## src/rtl/safety_input_conditioner.sv

```systemverilog
// Handlebar switch conditioner: per-channel synchroniser and debouncer, then shaping into
// a headlight toggle, a mutually exclusive blinker selector, and momentary horn/brake levels.
module safety_input_conditioner #(
  parameter int DEBOUNCE_CYCLES = 1_000_000,
  parameter int CNT_W           = 20,
  parameter int SYNC_STAGES     = 2
) (
  input  logic       CLOCK_50,
  input  logic       reset_n,
  input  logic       leftBtn,
  input  logic       rightBtn,
  input  logic       headBtn,
  input  logic       hornBtn,
  input  logic       brakeSw,
  output logic       leftBlinker,
  output logic       rightBlinker,
  output logic       headLight,
  output logic       horn,
  output logic       brakes,
  output logic [3:0] pressEvt,
  output logic [1:0] blink_state
);

  localparam int NCH = 5;
  // Channel order {brake, horn, head, right, left}; brake idles high (0 = applied).
  localparam logic [NCH-1:0] RST_LVL = 5'b10000;
  localparam logic [CNT_W-1:0] CNT_MAX = CNT_W'(DEBOUNCE_CYCLES - 1);

  typedef enum logic [1:0] {
    OFF   = 2'd0,
    LEFT  = 2'd1,
    RIGHT = 2'd2
  } blink_t;

  logic [NCH-1:0]         raw;
  logic [SYNC_STAGES-1:0] sync_q [NCH];
  logic [CNT_W-1:0]       cnt    [NCH];
  logic [NCH-1:0]         stable;
  logic [3:0]             stable_d;
  logic [3:0]             rise;
  logic [3:0]             evt_q;
  logic                   head_q;
  blink_t                 state_q;
  blink_t                 state_d;

  assign raw = {brakeSw, hornBtn, headBtn, rightBtn, leftBtn};

  always_ff @(posedge CLOCK_50) begin
    for (int i = 0; i < NCH; i++) begin
      if (!reset_n) begin
        sync_q[i] <= {SYNC_STAGES{RST_LVL[i]}};
        stable[i] <= RST_LVL[i];
        cnt[i]    <= '0;
      end else begin
        sync_q[i] <= {sync_q[i][SYNC_STAGES-2:0], raw[i]};
        // Any sample agreeing with the accepted level restarts the qualification window.
        if (sync_q[i][SYNC_STAGES-1] == stable[i]) begin
          cnt[i] <= '0;
        end else if (cnt[i] == CNT_MAX) begin
          stable[i] <= sync_q[i][SYNC_STAGES-1];
          cnt[i]    <= '0;
        end else begin
          cnt[i] <= cnt[i] + CNT_W'(1);
        end
      end
    end
  end

  assign rise = stable[3:0] & ~stable_d;

  // Press strobes and the headlight toggle update on the same edge.
  always_ff @(posedge CLOCK_50) begin
    if (!reset_n) begin
      stable_d <= '0;
      evt_q    <= '0;
      head_q   <= 1'b0;
    end else begin
      stable_d <= stable[3:0];
      evt_q    <= rise;
      head_q   <= head_q ^ rise[2];
    end
  end

  always_ff @(posedge CLOCK_50) begin
    if (!reset_n) state_q <= OFF;
    else          state_q <= state_d;
  end

  always_comb begin
    state_d = state_q;
    // Simultaneous left and right presses are ambiguous and leave the selection alone.
    if (!(evt_q[0] && evt_q[1])) begin
      case (state_q)
        OFF: begin
          if (evt_q[0])      state_d = LEFT;
          else if (evt_q[1]) state_d = RIGHT;
        end
        LEFT: begin
          if (evt_q[0])      state_d = OFF;
          else if (evt_q[1]) state_d = RIGHT;
        end
        RIGHT: begin
          if (evt_q[1])      state_d = OFF;
          else if (evt_q[0]) state_d = LEFT;
        end
        default: state_d = OFF;
      endcase
    end
  end

  assign leftBlinker  = (state_q == LEFT);
  assign rightBlinker = (state_q == RIGHT);
  assign headLight    = head_q;
  assign horn         = stable[3];
  assign brakes       = stable[4];
  assign pressEvt     = evt_q;
  assign blink_state  = state_q;

endmodule

```

## config.mk

```make
export PLATFORM = sky130hd
export DESIGN_NAME = safety_input_conditioner
export DESIGN_NICKNAME = d
export VERILOG_FILES = /design/src/rtl/safety_input_conditioner.sv
export SDC_FILE = /design/constraint.sdc
export NUM_CORES = 1
export LEC_CHECK = 0
export ABC_CLOCK_PERIOD_IN_PS = 2900
export CAP_MARGIN = 20
export CORE_ASPECT_RATIO = 0.6
export CORE_MARGIN = 2
export CORE_UTILIZATION = 40
export DETAILED_ROUTE_END_ITERATION = 10
export GPL_TIMING_DRIVEN = 0
export PLACE_DENSITY = 0.67
export SYNTH_ARGS = -nofsm -noshare
export SYNTH_HDL_FRONTEND = slang
export SYNTH_SLANG_ARGS = --single-unit
```

## constraint.sdc

```tcl
create_clock -name CLOCK_50 -period 2.9 [get_ports CLOCK_50]
set_input_delay 0.58 -clock CLOCK_50 [delete_from_list [all_inputs] [get_ports CLOCK_50]]
set_output_delay 0.58 -clock CLOCK_50 [all_outputs]
set_load 0.05 [all_outputs]
```

==> impl_metrics.toml <==
[logic_synthesis]
syn_inst = 611
synth_xor_area_share_pct = 9.39
synth_compound_gate_area_share_pct = 6.67
synthSimpleGateAreaFrac_pct = 25.7
ys.flop_type = "edfxtp_1"
syn_avg_cell_area_sq_um = 10.5
synth.area.mux_share_pct = 0
yosys_register_bits = 126
yosysSeqAreaShare_pct = 54.7
synth_edf_count = 100
synthArstFlopShare_pct = 0
synth_top_family_by_area = "simple AND/OR/NAND/NOR gates"
yosys.area_share.adder_pct = 0.972
syn_area_sq_um = 6440
netlist-cell-type-count = 40
synth_warnings = 0

[routing]
wl_microns = 12600
vias = 4836
dr.pass1.iters = 5
ant_nets = 0
drt_iter0_drc = 274
routedWlPerCell_microns = 13.2
avgViaCountPerCell = 5.04
drc_errors = 0

[setup_path]
cpPeakStageDelay_ps = 740
worstPathMaxFanout = 10
crit_buf_inv = 1
startpoint_type = "flip-flop"
critPathSlowestCell = "o211ai_1"
setup.worst_path.start = "cnt[3][0]"
r2r-start = "cnt[3][0]"
cp.arrival_ps = 2720
worstPathCellList = "ha_1, and3_1, nand3_1, o211ai_1, clkbuf_1, nor2_1"
critPathRequiredTime_ps = 3040
crit_type = "reg2reg"
endpoint_kind = "flip-flop"
path_delay_family = "compound AO/OA/AOI/OAI gates"

[grt]
grt_max_degree = 17
grt_pass1_vias = 4666
gr-total-overflow = 0
antenna_found_initial = 0
grt_first_pass_wirelength_microns = 22000
track_usage_pct = 16.2

[cells_and_area]
final_nets = 757
mostFrequentLayoutCells = "100 x edfxtp_1, 100 x conb_1, 72 x nor2_1"
drive_above_1_share_pct = 5.94
diodes = 0
fin_area_sq_um = 7810
fin_cells = 960
syn_to_final_growth_pct = 21.3

[timing]
hold_violations = 0
slew_viol_final = 0
rsz0062_at_grt = "false"
setup_viol = 0
finClkSkew_ps = 9.36
max_freq_mhz = 388
finalCritPeriodShare_pct = 88.9
fin_tns_setup_ps = 0
relSlewSlack_pct = 42.8
period_needed_ps = 2580
worst_slew_pin_slew_ps = 854

[clocking]
root_buffer = "clkbuf_16"
h-tree-depth = 4
postCtsSetupBuffers = 0
cts.sinks = 126
cts.repair.resized = 0
cts_buffer_depth = 2
hold_buffers = 0
cts_tree = "yes"
insertion_delay_ps = 420
clk_pin_slew_ps = 50
cts_made_buffers = 17

[power]
power_frac_seq_pct = 47.4
swShare_pct = 20.7
p_leak_uw = 0.00268
p_int_uw = 3500
powerDensity_nw_per_um2 = 565
combPwrFrac_pct = 3.4
p_switching_uw = 913
p_clk_share_pct = 49.2
vdd_drop_max_mv = 0.291

[floorplanning]
rows = 35
dieWidth_microns = 168
fp.coreArea_sq_um = 15500
fp.dieH_microns = 102
start_util_pct = 41.4
die_area_sq_um = 17200
pin_count = 18

[run]
max_cap_viol_count = 0

[run_status]
status = "completed"

[placement]
placedCellCount = 929
portBuffers = 16
place_area_sq_um = 7220
place_congestion = 0.839
dp_hpwl_microns = 8950

[worst_hold_path]
hp-class = "reg2reg"
min_from = "stable_d[0]"
power groups by stage:
stage          Clock [uW]  Combinational [uW]  Sequential (uW)
2_1_floorplan           0                 118             2100
6_report             2170                 152             2090
3_3_place_gp            0                 144             2120
3_5_place_dp            0                 147             2130
5_1_grt              2300                 178             2100
4_1_cts              2210                 149             2090
registers in the layout (all words and copies together) (netlist names):
| register | count |
|---|---|
| blink_state | 2 |
| stable_d | 4 |
| sync_q | 10 |
| stable | 5 |
| headLight | 1 |
| cnt | 100 |
| pressEvt | 4 |
Yosys cell counts (all sizes together) (22+ instances only):
| cell | instances | area, sq um |
|---|---|---|
| edfxtp | 100 | 3000 |
| nor2 | 82 | 333 |
| xnor2 | 45 | 394 |
| nand3 | 33 | 165 |
| a21oi | 32 | 160 |
| nand2 | 31 | 116 |
| dfxtp | 26 | 521 |
| nand4 | 24 | 150 |
| xor2 | 24 | 210 |
| inv | 23 | 86.3 |
| or3 | 23 | 144 |
| o21ai | 22 | 110 |
cell families (layout without fill, tap and decap cells):
logic type / count (synthesis) / in the layout
buf+inv: 38 / 85
other cells: 1 / 100
compound gates: 73 / 73
fa+ha+maj: 5 / 5
xor+xnor: 69 / 69
simple gates: 299 / 299
flops: 126 / 126
layer usage:
layer / vias to the layer above / share of wire (%) / track usage, %
met4: 0 / 1.4 / 5.82
met2: 93 / 45 / 26.2
met5: - / 0 / 0
met1: 2302 / 49 / 21.6
li1: 2426 / - / -
met3: 15 / 4.3 / 3.87
through the flow:
step           worst slack [ps]  util (%)  hold slack, ps  total power, uW
6_report                    322      50.2             379             4410
5_1_grt                     124      50.2             390             4580
4_1_cts                     309      50.2             381             4450
3_5_place_dp                337      46.5             376             2270
3_3_place_gp                444      46.5             373             2260
2_1_floorplan               685         -             367             2220
layout make-up:
type	count	area, sq um
tap	203	254
fill	1367	7730
timing repair buffer	16	160
buffer	15	77.6
inverter	23	86.3
sequential	126	3520
clock inverter	9	143
multi-input combinational	546	3120
clock buffer	22	444
worst paths after layout:
path,endpoint,slack (ps),depth (start not counted)
hold reg to reg,pressEvt[0],380,1
setup reg to reg,cnt[3][10],320,6
setup / recovery,cnt[3][10],320,6
hold / removal,pressEvt[0],380,1
worst reg2reg max path: stages (launching register included):
cell,delay (ps)
edfxtp_1,400
ha_1,230
and3_1,220
nand3_1,170
o211ai_1,740
clkbuf_1,440
nor2_1,110
(Power assumes the default switching activity.)
